===== src/rtl/time_set_ctrl.sv =====
// time_set_ctrl: enable/load sequencer for the sec/min/hr digit counters.
// Divides clk into a 1 Hz tick, gates carries with the counters' terminal-count
// flags, and runs a RUN/SET_MIN/SET_HR mode FSM with inc auto-repeat.
// Ports:
//   clk, rst          clock, synchronous active-high reset
//   btn_mode, btn_inc debounced button levels
//   sec_tc, min_tc    counter terminal-count flags (combinational from counters)
//   tick              1-cycle 1 Hz pulse (RUN only)
//   sec_ce, sec_ld    seconds enable / clear-load
//   min_ce, hr_ce     minutes / hours enable
//   mode              2'b00 RUN, 2'b01 SET_MIN, 2'b10 SET_HR
module time_set_ctrl #(
  parameter int unsigned DIV      = 12000000,
  parameter int unsigned FAST_DIV = 1200000,
  parameter int unsigned HOLD     = 6000000
) (
  input  logic       clk,
  input  logic       rst,
  input  logic       btn_mode,
  input  logic       btn_inc,
  input  logic       sec_tc,
  input  logic       min_tc,
  output logic       tick,
  output logic       sec_ce,
  output logic       sec_ld,
  output logic       min_ce,
  output logic       hr_ce,
  output logic [1:0] mode
);

  localparam int unsigned PW = (DIV > 1) ? $clog2(DIV) : 1;
  localparam int unsigned HW = $clog2(HOLD + 1);
  localparam int unsigned RW = (FAST_DIV > 1) ? $clog2(FAST_DIV) : 1;

  typedef enum logic [1:0] {
    RUN     = 2'b00,
    SET_MIN = 2'b01,
    SET_HR  = 2'b10,
    BAD     = 2'b11
  } mode_e;

  mode_e         state, state_d;
  logic [PW-1:0] presc, presc_d;
  logic [HW-1:0] hold_cnt, hold_d;
  logic [RW-1:0] rep_cnt, rep_d;
  logic          mode_prev, inc_prev;
  logic          tick_d, sec_ce_d, sec_ld_d, min_ce_d, hr_ce_d;
  logic          mode_edge, inc_edge, wrap, pulse;

  assign mode_edge = btn_mode & ~mode_prev;
  assign inc_edge  = btn_inc & ~inc_prev;

  // State, counters, edge history and registered outputs
  always_ff @(posedge clk) begin
    if (rst) begin
      state     <= RUN;
      presc     <= '0;
      hold_cnt  <= '0;
      rep_cnt   <= '0;
      mode_prev <= 1'b1;
      inc_prev  <= 1'b1;
      tick      <= 1'b0;
      sec_ce    <= 1'b0;
      sec_ld    <= 1'b0;
      min_ce    <= 1'b0;
      hr_ce     <= 1'b0;
    end else begin
      state     <= state_d;
      presc     <= presc_d;
      hold_cnt  <= hold_d;
      rep_cnt   <= rep_d;
      mode_prev <= btn_mode;
      inc_prev  <= btn_inc;
      tick      <= tick_d;
      sec_ce    <= sec_ce_d;
      sec_ld    <= sec_ld_d;
      min_ce    <= min_ce_d;
      hr_ce     <= hr_ce_d;
    end
  end

  // Next-state and next-output logic
  always_comb begin
    state_d  = state;
    presc_d  = '0;
    hold_d   = '0;
    rep_d    = '0;
    tick_d   = 1'b0;
    sec_ce_d = 1'b0;
    sec_ld_d = 1'b0;
    min_ce_d = 1'b0;
    hr_ce_d  = 1'b0;
    wrap     = 1'b0;
    pulse    = 1'b0;
    case (state)
      RUN: begin
        if (mode_edge) begin
          // Entering SET_MIN clears the seconds counter once
          state_d  = SET_MIN;
          sec_ce_d = 1'b1;
          sec_ld_d = 1'b1;
        end else begin
          wrap     = (presc == PW'(DIV - 1));
          presc_d  = wrap ? '0 : presc + PW'(1);
          tick_d   = wrap;
          sec_ce_d = wrap;
          min_ce_d = wrap & sec_tc;
          hr_ce_d  = wrap & sec_tc & min_tc;
        end
      end
      SET_MIN, SET_HR: begin
        if (mode_edge) begin
          // Mode wins over inc; hold/repeat counters drop to zero
          state_d = (state == SET_MIN) ? SET_HR : RUN;
        end else if (btn_inc) begin
          // hold_cnt only runs after an accepted press, so a level held
          // through reset or a mode change never auto-repeats
          if (inc_edge) begin
            hold_d = HW'(1);
          end else if (hold_cnt != '0) begin
            hold_d = (hold_cnt == HW'(HOLD)) ? hold_cnt : hold_cnt + HW'(1);
          end
          if (hold_cnt == HW'(HOLD)) begin
            rep_d = (rep_cnt == RW'(FAST_DIV - 1)) ? '0 : rep_cnt + RW'(1);
          end
          pulse    = inc_edge | ((hold_cnt == HW'(HOLD)) & (rep_cnt == '0));
          min_ce_d = pulse & (state == SET_MIN);
          hr_ce_d  = pulse & (state == SET_HR);
        end
      end
      default: state_d = RUN;
    endcase
  end

  assign mode = state;

endmodule


===== config.mk =====
export PLATFORM = sky130hd
export DESIGN_NAME = time_set_ctrl
export DESIGN_NICKNAME = d
export VERILOG_FILES = /design/src/rtl/time_set_ctrl.sv
export SDC_FILE = /design/constraint.sdc
export NUM_CORES = 1
export LEC_CHECK = 0
export CAP_MARGIN = 20
export CORE_MARGIN = 5
export CORE_UTILIZATION = 65
export DETAILED_ROUTE_END_ITERATION = 10
export GPL_TIMING_DRIVEN = 0
export PLACE_DENSITY = 0.92
export SLEW_MARGIN = 20
export SYNTH_ARGS = -nofsm -noshare
export SYNTH_HDL_FRONTEND = slang
export SYNTH_SLANG_ARGS = --single-unit

===== constraint.sdc =====
create_clock -name clk -period 5.6 [get_ports clk]
set_input_delay 1.4 -clock clk [delete_from_list [all_inputs] [get_ports clk]]
set_output_delay 1.4 -clock clk [all_outputs]
set_load 0.03 [all_outputs]

# == Word-level counts from Yosys, hierarchy flattened ==
# Index checks and enable logic that the tools add are counted.
# op_classes
n_lt_le_gt_ge,0
n_eq_ne,8
reduce_logical,11
mul,0
div,0
bitwise,15
add_sub_neg,3
shift,0
muxes,17
# op_table
op,count
"24-bit by 1-bit adder with 24-bit output, second input constant",1
"24-bit equality test, second input constant",1
"23-bit by 1-bit adder with 23-bit output, second input constant",1
"23-bit equality test, second input constant",1
23-bit nonzero test,1
"21-bit by 1-bit adder with 21-bit output, second input constant",1
"21-bit equality test, second input constant",1
21-bit logical NOT,1
6-bit OR reduction,2
1-bit 2-to-1 mux,11
4-bit OR reduction,2
1-bit bitwise AND,7
1-bit inverter,7
2-bit 2-to-1 mux,3
"2-bit != test, second input constant",2
1-bit one-hot mux with 2 select lines,2
2-bit one-hot mux with 2 select lines,1
2-bit OR reduction,2
"3-bit != test, second input constant",1
3-bit OR reduction,1
"2-bit by 1-bit equality test with 1-bit output, second input constant",1
"2-bit equality test, second input constant",1
2-bit logical NOT,1
2-bit AND reduction,1
1-bit OR,1
# word_totals
output_inout_bits,7
regBits,77
wordCells,66
latchBits,0
mem_bits_rw,0
rom_bits,0
memories,0
input_bits,6

# == Longest topological paths before layout ==
# logic_depth
depth_word,7
ltp_mapped,7
mapped_depth_nobuf,6

# == Least setup slack after synthesis ==
# OpenSTA, ideal clock, no wires.
# synth_timing
kind,input-to-reg
startpoint,input rst
endpoint,register hold_cnt[15]
path_slack_ns,3.034
setup_time_ns,0.070
required_ns,5.530
path_buffers,2
arrival_ns,2.496
path_stages,5
cell_sequence,clkbuf_1 > nor4b_1 > o21ai_0 > clkbuf_1 > a21oi_1
# synth_between
elab_chain_cells,1
# synth_rtl
item,line,rtl
from (decl),18,"input logic rst,"
6-bit OR reduction (no source line),--,
to (signal assigned),70,hold_cnt <= hold_d;
to (decl),44,"logic [HW-1:0] hold_cnt, hold_d;"
# No other way between the ends.
# A chain may end at the register's enable or synchronous reset.

# == Worst setup path after layout ==
# layout_timing
startpoint,input btn_mode
endpoint,register hold_cnt[16]
# layout_between
elab_chain_cells,2
# layout_rtl
item,line,rtl
from (decl),19,"input logic btn_mode,"
1-bit bitwise AND,50,assign mode_edge = btn_mode & ~mode_prev;
6-bit OR reduction (no source line),--,
# No other way between the ends.

==> flow_summary_export.csv <==
group,metric,value,unit
status,status,"finished, final reports clean",
synth,synth_fp_nets,449,
timing,slew_headroom,0.510,
routing,avgViaCountPerCell,6.21,
worst_setup_path,r2r_end,"hold_cnt[16]",
power_and_ir_drop,peakVddDrop,232,uV
routing,vias,3297,
routing,drtPass1Iterations,5,
clocking,clock-sinks,77,
synth,seq_area_frac_synth,0.417,
global_routing,grt_use_met2,0.415,
global_routing,grt_pass1_wl,14700,um
worst_setup_path,required,5880,ps
worst_setup_path,cp-end-kind,"flop",
power_and_ir_drop,pwr_density_cell,290,nW/um^2
hold_path,min-delay-start,"presc[0]",
layout,num_antenna_cells,0,
timing,tightest_slew,728,ps
clocking,cts_tree,"done",
worst_setup_path,critPathKind,"input pin to flop",
clocking,clkLatencyLatePin,360,ps
layout,fin_nets,471,
timing,finalHoldViolCount,0,
timing,finalSetupViolations,0,
worst_setup_path,rr_startpoint,"mode[0]",
global_routing,grt_pass1_vias,3231,
global_routing,overflow,0,
synth,yosysWarnings,0,
global_routing,met1_usage,0.301,
clocking,cts_root_buffer,"clkbuf_8",
layout,synthToLayoutAreaGrowth,11.9,%
synth,synth_edf_count,0,
hold_path,hold_path_depth,1,
worst_setup_path,reg2reg_depth,7,
worst_setup_path,ff2ff_setup_slack,3120,ps
hold_path,hp-class,"flop to flop",
power_and_ir_drop,p_leak,1.25,nW
timing,fin_crit_sh,0.564,
clocking,cts.path.max_buffers,2,
layout,postLayoutCoreUtil,0.751,
global_routing,grt-busiest-layer,"met2",
floorplanning,start_util,0.671,
floorplanning,dieArea,7290,sq um
floorplanning,ios,13,
hold_path,hold_end,"presc[0]",
synth,mappedNetlistArea,3690,sq um
timing,max_freq,0.317,GHz
global_routing,grt_max_degree,13,
synth,avgSynthCellArea,8.55,sq um
power_and_ir_drop,finalPower,1.20,mW
worst_setup_path,arrival,3440,ps
global_routing,use_met3,0.0641,
timing,slew_violations,0,
worst_setup_path,crit_path_max_fanout,10,
clocking,post_cts_buffers,0,
clocking,numCtsBuffers,9,
routing,wire_per_inst,15.6,um
worst_setup_path,critPathLaunchType,"input pin",
synth,async_flop_share,0,
routing,drtIter0Drc,191,
placed_design,io_buffers,11,
clocking,clk_pin_slew_worst_paths,80,ps
timing,finalCriticalPeriod,3160,ps
synth,yosysUniqueCellTypes,39,
timing,rsz0062_at_grt,"no",
synth,ys_ff_latch,77,
floorplanning,die_w,85.4,um
routing,wl,8300,um
global_routing,antenna_found_initial,0,
placed_design,place_hpwl,5630,um
placed_design,gp_congestion,0.940,
routing,ant_nets,0,
floorplanning,row_count,27,
synth,netlist_instances,432,
timing,finalSetupTns,0,ps
clocking,cts_hold_buf,0,
clocking,cts_resized,0,
run,cap_viol_max_count,0,
global_routing,gr-usage-all-layers,0.248,
layout,drive_gt1_frac,0.0501,
floorplanning,die_height,85.4,um
synth,ys.flop_type,"dfxtp_1",
clocking,htreeDepth,3,
timing,finalClockSkew,7.73,ps
floorplanning,core_region_area,5510,sq um
routing,drc,0,
[worst max-delay path by stage]
stage	from	to	slack, ps	cells after the start
floorplan	rst	hold_cnt[15]	3030	5
global placement	btn_mode	hold_cnt[16]	2290	6
detailed placement	btn_mode	hold_cnt[16]	2250	6
CTS	btn_mode	hold_cnt[16]	2450	6
global route	btn_mode	hold_cnt[19]	2270	6
finish	btn_mode	hold_cnt[16]	2440	6
[cells in the final DEF (no fill, tap or decap), types with 2 or more instances in the layout]
cell,instances
nand2_1,20
xor2_1,17
or3_1,18
bufinv_16,3
clkbuf_1,13
nor2b_1,2
mux2i_1,3
xnor2_1,21
or4_1,15
buf_4,2
nand4_1,20
nor3_1,27
and4_1,4
nand3_1,28
dfxtp_1,77
a21oi_1,18
inv_1,20
clkbuf_8,10
nor4_1,14
and3_1,9
ha_1,11
nor4b_1,3
nand2b_1,2
o21ai_0,20
or2_2,2
and2_1,3
nor2_1,36
a211oi_1,8
o31ai_1,7
nor3b_1,2
clkdlybuf4s50_1,11
buf_2,2
[Yosys cell counts, types with 14 or more instances]
cell type | number | share of area
or3_1 | 18 | 0.030
or4_1 | 15 | 0.030
nor4_1 | 14 | 0.024
a21oi_1 | 18 | 0.024
xor2_1 | 17 | 0.040
nor3_1 | 27 | 0.037
xnor2_1 | 21 | 0.050
nand2_1 | 20 | 0.020
dfxtp_1 | 77 | 0.42
nand4_1 | 20 | 0.034
o21ai_0 | 20 | 0.027
inv_1 | 20 | 0.020
nor2_1 | 36 | 0.037
nand3_1 | 28 | 0.038
[registers in the layout (all words and copies together), names as in the netlist]
signal     cells
sec_ld         1
presc         24
mode           2
tick           1
mode_prev      1
sec_ce         1
hr_ce          1
min_ce         1
inc_prev       1
rep_cnt       21
hold_cnt      23
[metal layers]
layer	part of all wire	vias to the layer above	wire length (um)
met5	0	-	0
met4	0.028	0	231
met3	0.052	29	434
met2	0.50	99	4110
met1	0.42	1549	3530
li1	-	1620	-
[cell families (layout without fill, tap and decap cells)]
group | Yosys count | after routing | share of synthesized area
AO/OA/AOI/OAI | 59 | 59 | 0.0955
XOR/XNOR | 38 | 38 | 0.0901
adder cells (fa/ha/maj) | 11 | 11 | 0.0372
buffers and inverters | 35 | 62 | 0.0383
flip-flops | 77 | 77 | 0.417
multiplexers | 3 | 3 | 0.00813
AND/OR/NAND/NOR | 209 | 209 | 0.314
[metrics by stage]
step / area (sq um) / instances / hold slack [ps] / setup slack [ps]
after CTS: 4140 / 531 / 491 / 2450
after global placement: 3890 / 515 / 453 / 2290
after floorplan: 3690 / 432 / 440 / 3030
after detailed placement: 3890 / 515 / 465 / 2250
after global routing: 4140 / 531 / 524 / 2270
final: 4140 / 531 / 485 / 2440
[worst max-delay path: stages]
cell and delay [ps]:
clkdlybuf4s50_1 440, nor2b_1 220, nor4b_1 530, o21ai_0 320, clkbuf_1 330, a21oi_1 200
[where the power goes]
part / leakage (nW) / switching (mW) / internal, mW
combinational: 0.510 / 0.0692 / 0.0446
sequential: 0.621 / 0.0180 / 0.560
clock: 0.121 / 0.200 / 0.308
[layout make-up]
class | instances | area [sq um]
clock buffers | 12 | 145
fillers | 358 | 1370
inverters | 20 | 75.1
flip-flops and latches | 77 | 1540
clock inverters | 4 | 95.1
plain buffers | 15 | 66.3
repair buffers | 11 | 110
multi-input cells | 320 | 2010
well taps | 72 | 90.1
No activity file was read; power rests on OpenSTA's default activity.
